$ cat src/rtl/instruction_decode_stage_if.sv
// Fetch <-> decode channel: instruction and flag into ID, fetch control and
// the registered ID/EX bundle out of ID.
interface instruction_decode_stage_if #(
   parameter int INS_W  = 20,
   parameter int ADDR_W = 8,
   parameter int RIDX_W = 3
);
   logic [INS_W-1:0]  ins;
   logic              zero_flag;
   logic [ADDR_W-1:0] jmp_loc;
   logic              pc_mux_sel;
   logic              stall;
   logic              stall_pm;
   logic              ex_valid;
   logic [4:0]        ex_opcode;
   logic [RIDX_W-1:0] ex_rd;
   logic [RIDX_W-1:0] ex_rs;
   logic [7:0]        ex_imm;
   logic              halted;

   modport master (
      output ins, zero_flag,
      input  jmp_loc, pc_mux_sel, stall, stall_pm,
      input  ex_valid, ex_opcode, ex_rd, ex_rs, ex_imm, halted
   );

   modport slave (
      input  ins, zero_flag,
      output jmp_loc, pc_mux_sel, stall, stall_pm,
      output ex_valid, ex_opcode, ex_rd, ex_rs, ex_imm, halted
   );
endinterface

$ cat src/rtl/instruction_decode_stage.sv
// Instruction decode stage: hazard detection, in-ID jump resolution,
// wrong-path squashing, halt handling and the registered ID/EX bundle.
module instruction_decode_stage #(
   parameter int INS_W  = 20,
   parameter int ADDR_W = 8,
   parameter int RIDX_W = 3
) (
   input logic                       clk,
   input logic                       reset,
   instruction_decode_stage_if.slave bus
);
   localparam logic [4:0] OP_NOP   = 5'b00000;
   localparam logic [4:0] OP_LOAD  = 5'b10100;
   localparam logic [4:0] OP_STORE = 5'b10101;
   localparam logic [4:0] OP_JMP   = 5'b11000;
   localparam logic [4:0] OP_JZ    = 5'b11001;
   localparam logic [4:0] OP_JNZ   = 5'b11010;
   localparam logic [4:0] OP_HLT   = 5'b11111;

   typedef enum logic [1:0] {RUN, STALL, FLUSH, HALT} state_t;

   state_t            state_q, state_d;
   logic              ex_valid_q, ex_valid_d;
   logic [4:0]        ex_opcode_q, ex_opcode_d;
   logic [RIDX_W-1:0] ex_rd_q, ex_rd_d;
   logic [RIDX_W-1:0] ex_rs_q, ex_rs_d;
   logic [7:0]        ex_imm_q, ex_imm_d;

   logic [INS_W-1:0]  ins;
   logic [4:0]        opcode;
   logic [RIDX_W-1:0] rd, rs;
   logic [7:0]        imm;
   logic              unused_ins_bit;
   logic              is_alu, is_load, is_store, is_jmp, is_jz, is_jnz, is_hlt;
   logic              ex_is_alu, load_use, flag_haz, hazard, taken;
   logic [ADDR_W-1:0] jmp_loc;
   logic              pc_mux_sel, stall, stall_pm;

   assign ins            = bus.ins;
   assign opcode         = ins[19:15];
   assign rd             = ins[14:12];
   assign rs             = ins[11:9];
   assign unused_ins_bit = ins[8];
   assign imm            = ins[7:0];

   assign is_alu   = (opcode != OP_NOP) && !opcode[4];
   assign is_load  = (opcode == OP_LOAD);
   assign is_store = (opcode == OP_STORE);
   assign is_jmp   = (opcode == OP_JMP);
   assign is_jz    = (opcode == OP_JZ);
   assign is_jnz   = (opcode == OP_JNZ);
   assign is_hlt   = (opcode == OP_HLT);

   // STORE reads rd as its data source, so it is checked alongside rs.
   assign ex_is_alu = ex_valid_q && (ex_opcode_q != OP_NOP) && !ex_opcode_q[4];
   assign load_use  = ex_valid_q && (ex_opcode_q == OP_LOAD) &&
                      (((is_alu || is_load || is_store) && (ex_rd_q == rs)) ||
                       (is_store && (ex_rd_q == rd)));
   assign flag_haz  = (is_jz || is_jnz) && ex_is_alu;
   assign hazard    = load_use || flag_haz;
   assign taken     = is_jmp || (is_jz && bus.zero_flag) || (is_jnz && !bus.zero_flag);

   always_comb begin
      state_d     = state_q;
      pc_mux_sel  = 1'b1;
      stall       = 1'b0;
      stall_pm    = 1'b0;
      jmp_loc     = '0;
      ex_valid_d  = 1'b0;
      ex_opcode_d = '0;
      ex_rd_d     = '0;
      ex_rs_d     = '0;
      ex_imm_d    = '0;
      if (reset) begin
         state_d = RUN;
      end else begin
         case (state_q)
            RUN, STALL: begin
               if (hazard) begin
                  stall    = 1'b1;
                  stall_pm = 1'b1;
                  state_d  = STALL;
               end else begin
                  ex_valid_d  = 1'b1;
                  ex_opcode_d = opcode;
                  ex_rd_d     = rd;
                  ex_rs_d     = rs;
                  ex_imm_d    = imm;
                  if (is_hlt) begin
                     state_d = HALT;
                  end else if (taken) begin
                     pc_mux_sel = 1'b0;
                     jmp_loc    = ADDR_W'(imm);
                     state_d    = FLUSH;
                  end else begin
                     state_d = RUN;
                  end
               end
            end
            // The instruction fetched behind a taken jump is dropped unseen.
            FLUSH: state_d = RUN;
            HALT: begin
               stall    = 1'b1;
               stall_pm = 1'b1;
            end
            default: state_d = RUN;
         endcase
      end
   end

   always_ff @(posedge clk) begin
      if (reset) begin
         state_q    <= RUN;
         ex_valid_q <= 1'b0;
      end else begin
         state_q    <= state_d;
         ex_valid_q <= ex_valid_d;
      end
      ex_opcode_q <= ex_opcode_d;
      ex_rd_q     <= ex_rd_d;
      ex_rs_q     <= ex_rs_d;
      ex_imm_q    <= ex_imm_d;
   end

   assign bus.jmp_loc    = jmp_loc;
   assign bus.pc_mux_sel = pc_mux_sel;
   assign bus.stall      = stall;
   assign bus.stall_pm   = stall_pm;
   assign bus.ex_valid   = ex_valid_q;
   assign bus.ex_opcode  = ex_opcode_q;
   assign bus.ex_rd      = ex_rd_q;
   assign bus.ex_rs      = ex_rs_q;
   assign bus.ex_imm     = ex_imm_q;
   assign bus.halted     = (state_q == HALT);
endmodule

$ cat src/flat_wrapper.sv
// flat-port wrapper written by rule: the top's interface ports become plain ports
module instruction_decode_stage_flat 
#(
   parameter int INS_W  = 20,
   parameter int ADDR_W = 8,
   parameter int RIDX_W = 3
)
  (clk, reset, bus_ins, bus_zero_flag, bus_jmp_loc, bus_pc_mux_sel, bus_stall, bus_stall_pm, bus_ex_valid, bus_ex_opcode, bus_ex_rd, bus_ex_rs, bus_ex_imm, bus_halted);
  instruction_decode_stage_if #(.INS_W(INS_W), .ADDR_W(ADDR_W), .RIDX_W(RIDX_W)) bus_i ();
  input logic clk;
  input logic reset;
  input wire logic [$bits(bus_i.ins)-1:0] bus_ins;
  input wire logic [$bits(bus_i.zero_flag)-1:0] bus_zero_flag;
  output wire logic [$bits(bus_i.jmp_loc)-1:0] bus_jmp_loc;
  output wire logic [$bits(bus_i.pc_mux_sel)-1:0] bus_pc_mux_sel;
  output wire logic [$bits(bus_i.stall)-1:0] bus_stall;
  output wire logic [$bits(bus_i.stall_pm)-1:0] bus_stall_pm;
  output wire logic [$bits(bus_i.ex_valid)-1:0] bus_ex_valid;
  output wire logic [$bits(bus_i.ex_opcode)-1:0] bus_ex_opcode;
  output wire logic [$bits(bus_i.ex_rd)-1:0] bus_ex_rd;
  output wire logic [$bits(bus_i.ex_rs)-1:0] bus_ex_rs;
  output wire logic [$bits(bus_i.ex_imm)-1:0] bus_ex_imm;
  output wire logic [$bits(bus_i.halted)-1:0] bus_halted;
  assign bus_i.ins = bus_ins;
  assign bus_i.zero_flag = bus_zero_flag;
  assign bus_jmp_loc = bus_i.jmp_loc;
  assign bus_pc_mux_sel = bus_i.pc_mux_sel;
  assign bus_stall = bus_i.stall;
  assign bus_stall_pm = bus_i.stall_pm;
  assign bus_ex_valid = bus_i.ex_valid;
  assign bus_ex_opcode = bus_i.ex_opcode;
  assign bus_ex_rd = bus_i.ex_rd;
  assign bus_ex_rs = bus_i.ex_rs;
  assign bus_ex_imm = bus_i.ex_imm;
  assign bus_halted = bus_i.halted;
  instruction_decode_stage #(.INS_W(INS_W), .ADDR_W(ADDR_W), .RIDX_W(RIDX_W)) u_core (.clk(clk), .reset(reset), .bus(bus_i));
endmodule
$ cat config.mk
export PLATFORM = sky130hd
export DESIGN_NAME = instruction_decode_stage_flat
export DESIGN_NICKNAME = d
export VERILOG_FILES = /design/src/rtl/instruction_decode_stage_if.sv /design/src/rtl/instruction_decode_stage.sv /design/src/flat_wrapper.sv
export SDC_FILE = /design/constraint.sdc
export NUM_CORES = 1
export LEC_CHECK = 0
export ABC_CLOCK_PERIOD_IN_PS = 2750
export CAP_MARGIN = 10
export CORE_UTILIZATION = 33
export CTS_CLUSTER_DIAMETER = 30
export CTS_CLUSTER_SIZE = 14
export DETAILED_ROUTE_END_ITERATION = 12
export PLACE_DENSITY = 0.8
export SLEW_MARGIN = 20
export SYNTH_ARGS = -nofsm -noshare
export SYNTH_HDL_FRONTEND = slang
export SYNTH_SLANG_ARGS = --single-unit
$ cat constraint.sdc
create_clock -name clk -period 2.75 [get_ports clk]
set_clock_uncertainty 0.1 [all_clocks]
set_input_delay 0.825 -clock clk [delete_from_list [all_inputs] [get_ports clk]]
set_output_delay 0.825 -clock clk [all_outputs]
set_load 0.01 [all_outputs]
# --- Yosys cells after proc, flatten, opt, wreduce, memory -nomap -nowiden ---
# Index checks and enable logic that the tools add are counted.
# W data, S select, Z words.
totals:
  regBits: 22
  elab_cells: 64
  in_bits: 23
  out_inout_bits: 32
op_classes:
  eq_ne: 12
  muxes: 18
  reduce_logical: 27
  bitwise: 1
op_table:
  columns: ["op", "n"]
  rows:
  - ["$mux W8", 5]
  - ["$eq A5 B5 Y1 const B", 7]
  - ["$logic_and A1 B1 Y1", 10]
  - ["$reduce_bool A5 Y1", 2]
  - ["$mux W1", 8]
  - ["$logic_or A1 B1 Y1", 7]
  - ["$eq A3 B3 Y1", 2]
  - ["$mux W2", 3]
  - ["$eq A2 B2 Y1 const B", 2]
  - ["$pmux W2 S2", 1]
  - ["$reduce_or A2 Y1", 2]
  - ["$logic_not A1 Y1", 3]
  - ["$reduce_or A3 Y1", 1]
  - ["$eq A2 B1 Y1 const B", 1]
  - ["$logic_not A2 Y1", 1]
  - ["$pmux W1 S2", 1]
  - ["$reduce_bool A2 Y1", 1]
  - ["$not A1 Y1", 1]

# --- Longest topological paths before layout ---
logic_depth:
  ltp_word: 11
  depth_mapped: 7
  depth_no_buf: 5

# --- Least setup slack after synthesis ---
# No wires, ideal clock.
synth_path:
  path_kind: "input to output"
  start: "in bus_ins[15]"
  end: "out bus_stall_pm"
  t_arrival_ns: 2.127
  t_required_ns: 1.825
  path_stages: 7
  setup_slack_ns: -0.302
  path_buffers: 2
  cell_sequence: "xor2_1 nand3b_1 a2111oi_4 a21oi_2 buf_6 a21boi_1 buf_4"
synth_via:
  elab_chain_len: 11
  elab_cells_between_ends: 18
  classes_between: "4 x eq/ne; 3 x mux; 11 x reduce/logical"
synth_lines:
  columns: ["item", "line", "source"]
  rows:
  - ["start, declared", "flat_wrapper.sv:12", "input wire logic [$bits(bus_i.ins)-1:0] bus_ins;"]
  - ["$reduce_bool A5 Y1", "instruction_decode_stage.sv:46", "assign is_alu = (opcode != OP_NOP) && !opcode[4];"]
  - ["$logic_and A1 B1 Y1", "instruction_decode_stage.sv:46", null]
  - ["$logic_or A1 B1 Y1 (2 in a row)", "instruction_decode_stage.sv:57", "(((is_alu || is_load || is_store) && (ex_rd_q == rs)) ||"]
  - ["$logic_and A1 B1 Y1", "instruction_decode_stage.sv:57", null]
  - ["$logic_or A1 B1 Y1", "instruction_decode_stage.sv:57", null]
  - ["$logic_and A1 B1 Y1", "instruction_decode_stage.sv:56", "assign load_use = ex_valid_q && (ex_opcode_q == OP_LOAD) &&"]
  - ["$logic_or A1 B1 Y1 *", "instruction_decode_stage.sv:60", "assign hazard = load_use || flag_haz;"]
  - ["$mux W1 *", null, null]
  - ["$pmux W1 S2 *", null, null]
  - ["$mux W1 *", null, null]
  - ["end, declared", "flat_wrapper.sv:17", "output wire logic [$bits(bus_i.stall_pm)-1:0] bus_stall_pm;"]
# Mark *: on every way between the ends. The rest lies on a longest branch, timed or not.

# --- Worst setup path after layout ---
layout_path:
  start: "in bus_ins[18]"
  end: "out bus_jmp_loc[7]"
layout_via:
  elab_chain_len: 11
  elab_cells_between_ends: 26
  classes_between: "6 x eq/ne; 5 x mux; 15 x reduce/logical"
layout_lines:
  columns: ["item", "line", "source"]
  rows:
  - ["$reduce_bool A5 Y1", "instruction_decode_stage.sv:46", null]
  - ["$logic_and A1 B1 Y1", "instruction_decode_stage.sv:46", null]
  - ["$logic_or A1 B1 Y1 (2 in a row)", "instruction_decode_stage.sv:57", null]
  - ["$logic_and A1 B1 Y1", "instruction_decode_stage.sv:57", null]
  - ["$logic_or A1 B1 Y1", "instruction_decode_stage.sv:57", null]
  - ["$logic_and A1 B1 Y1", "instruction_decode_stage.sv:56", null]
  - ["$logic_or A1 B1 Y1", "instruction_decode_stage.sv:60", null]
  - ["$mux W8 *", "instruction_decode_stage.sv:79", "if (hazard) begin"]
  - ["$mux W8 *", "instruction_decode_stage.sv:77", "case (state_q)"]
  - ["$mux W8 *", "instruction_decode_stage.sv:74", "if (reset) begin"]
  - ["end, declared", "flat_wrapper.sv:14", "output wire logic [$bits(bus_i.jmp_loc)-1:0] bus_jmp_loc;"]
# Marks and branches as above.

==> flow_summary.toml <==
[timing]
slew_violations = 0
max-slew-margin-rel_pct = 78.58
setup_ws_ps = -380.3
worst_pin_slew_ps = 321.3
min_period_over_period_pct = 113.8
min_period_ps = 3130
hold_violations = 0
holdWs_ps = 469.4
setup_violations = 11
rsz0062_at_grt = "yes"
max_freq_mhz = 319.5

[die]
ios = 55
start_util_pct = 36.23
rows = 18
die_y_um = 55.33
core_um2 = 2590
dieArea_um2 = 3061
die_width_um = 55.33

[synthesis]
synth_commonest_cells = "and3_1 (27), dfxtp_1 (22), nor2_1 (5)"
synth.avg_cell_area_um2 = 9.878
synthSimpleGateAreaFrac_pct = 27.60
synth_top_family_by_area = "simple AND/OR/NAND/NOR gates"
syn_area_um2 = 938.4
ys.warnings.count = 0
synth_edf_count = 0
yosysMostFrequentCell = "and3_1"
synthMuxAreaShare_pct = 0
yosysSeqAreaShare_pct = 46.93
netlist_instances = 95
yosysUniqueCellTypes = 27
ys_top_cells_by_area = "dfxtp_1 (47%), and3_1 (18%), xor2_1 (3.7%)"
synth-async-reset-ratio_pct = 0
synth_top_area_cell = "dfxtp_1"
synth_compound_area_share_pct = 13.60
yosysTopAreaCellShare_pct = 46.93
synthAdderAreaFrac_pct = 0
synthXorXnorAreaFrac_pct = 6.533
syn-num-nets = 118
dominantRegCellSynth = "dfxtp_1"
synth_seq_cells = 22

[power]
p_int_uw = 521.7
leakage_nw = 0.8092
cellPowerDensity_nw_per_um2 = 395.9
switchingPower_uw = 178.3
seq_power_share_pct = 49.8
combPwrFrac_pct = 25.1
p_clk_share_pct = 25.2
power.share.switching_pct = 25.47
peakVddDrop_mv = 0.4128

[global_routing]
grt_pass1_wl_um = 4788
antenna_found_initial = 0
grt_start_max_net_pins = 19
grt_pass1_vias = 1036
grt-ovfl-total = 0
grt_usage_pct = 19.68

[critical_path]
crit_arrival_ps = 2210
startpoint_type = "input pin"
cp_num_cells = 10
setup.worst_path.end_class = "primary output"
reg2reg_slack_ps = 810
path_buf_inv = 5
crit_top_cell = "buf_6"
cp_top_family = "buffers and inverters"
crit_chain = "buf_6 -> buf_6 -> nor2_4 -> nand4_1 -> o41ai_4 -> buf_4 -> a211oi_4 -> buf_6 -> and3_4 -> buf_6"
cp.required_ps = 1830
worstRegToRegCells = 8
worstPathMaxFanout = 6
crit_slowest_cell = "o41ai_4"
crit_type = "input pin to primary output"
max_stage_delay_ps = 270

[route]
vias = 986
firstDrtPassIters = 2
wl_um = 2883
wire_per_inst_um = 14.27
first_iter_violations = 14
vias_per_cell = 4.881
drtAntennaViolNets = 0
drc = 0

[clock_network]
cts_made_buffers = 3
path_clk_slew_ps = 120
cts_hold_buffers = 0
clock_latency_ps = 300
cts_tree = "built"
clock_path_buffers = 2
root_buffer = "clkbuf_4"
cts_max_level = 1
clock-sinks = 22

[layout]
post-route-util_pct = 68.26
drive_gt1_share_pct = 41.86
area_growth_pct = 88.40
n_antenna_cell = 0
nNetsFinal = 196
filler_cell_count = 205

[placed_design]
hpwlAfterDp_um = 2039
port_buffers = 53
gp_congestion = 0.8434

[job]
cap_violations = 0

[hold_path]
hold_depth = 2
hold_class = "flop to flop"

[run_status]
violations = "negative setup slack"
outcome = "complete, but fails checks"
cell families after synthesis:
family | Yosys count
flops | 22
xor+xnor | 7
simple gates | 45
compound gates | 11
buf+inv | 10
power groups by stage:
stage          sequential (mW)  clock, mW  combinational [mW]
2_1_floorplan            0.363          0              0.0496
3_3_place_gp             0.354          0               0.157
3_5_place_dp             0.355          0               0.160
4_1_cts                  0.349      0.182               0.175
5_1_grt                  0.351      0.197               0.187
6_report                 0.348      0.176               0.175
final timing paths:
check,from,end
hold reg to reg,u_core.state_q[1]$_SDFFE_PP0P_,u_core.state_q[0]$_SDFFE_PP0P_
setup / recovery,bus_ins[18],bus_jmp_loc[7]
setup reg to reg,u_core.bus.ex_opcode[3]$_SDFF_PP0_,u_core.bus.ex_rd[2]$_SDFF_PP0_
hold / removal,u_core.state_q[1]$_SDFFE_PP0P_,u_core.state_q[0]$_SDFFE_PP0P_
sequential cells by signal, summed over array words and instances (netlist names):
register,cells
u_core.bus.ex_imm,8
u_core.bus.ex_opcode,5
u_core.bus.ex_rd,3
u_core.bus.ex_rs,3
u_core.state_q,2
u_core.bus.ex_valid,1
metrics by stage:
step	setup TNS [ps]	power [mW]	worst slack [ps]	std cells	area (um^2)
6_report	-3689	0.7000	-380.3	202	1768
5_1_grt	-4723	0.7354	-472.1	202	1768
4_1_cts	-3722	0.7055	-379.3	201	1765
3_5_place_dp	-18490	0.5143	-1270	187	1615
3_3_place_gp	-16380	0.5104	-1201	187	1615
2_1_floorplan	-981.5	0.4121	-175.5	95	973.4
final cells by class:
class	count	area (um^2)	share of cell area (%)
timing repair buffer	79	678.2	38.36
multi-input combinational	63	560.5	31.71
sequential	22	440.4	24.91
tap	30	37.54	2.123
clock buffer	4	36.28	2.052
inverter	4	15.01	0.8493
cell usage in the layout, fill, tap and decap left out, types with 2 or more instances in the layout:
cell type and instances:
clkdlybuf4s50_1 30, buf_4 23, dfxtp_1 22, and3_1 21
buf_2 13, buf_6 11, and3_4 6, nor2_1 4
xor2_2 3, xnor2_1 3, nand3_1 3, inv_1 3
clkbuf_4 3, nor3_1 2, nand4_1 2, a2111oi_4 2
o21a_1 2, and2_1 2
timing repair:
item	CTS	global route
endpoints found under the setup margin	11	11
gates resized for setup	116	1
pin swaps	19	0
buffers inserted	10	1
layer usage:
metal	GRT usage (%)	up-vias	routed length [um]
li1	-	483	-
met1	21.34	462	1129
met2	37.01	33	1557
met3	3.747	8	126
met4	7.857	0	70
met5	0	-	0
worst min-delay path, cell delays in order, from the launching register on:
cell,delay [ps]
dfxtp_1,350
nor2_1,110
a21boi_1,70
(Power assumes the default switching activity.)
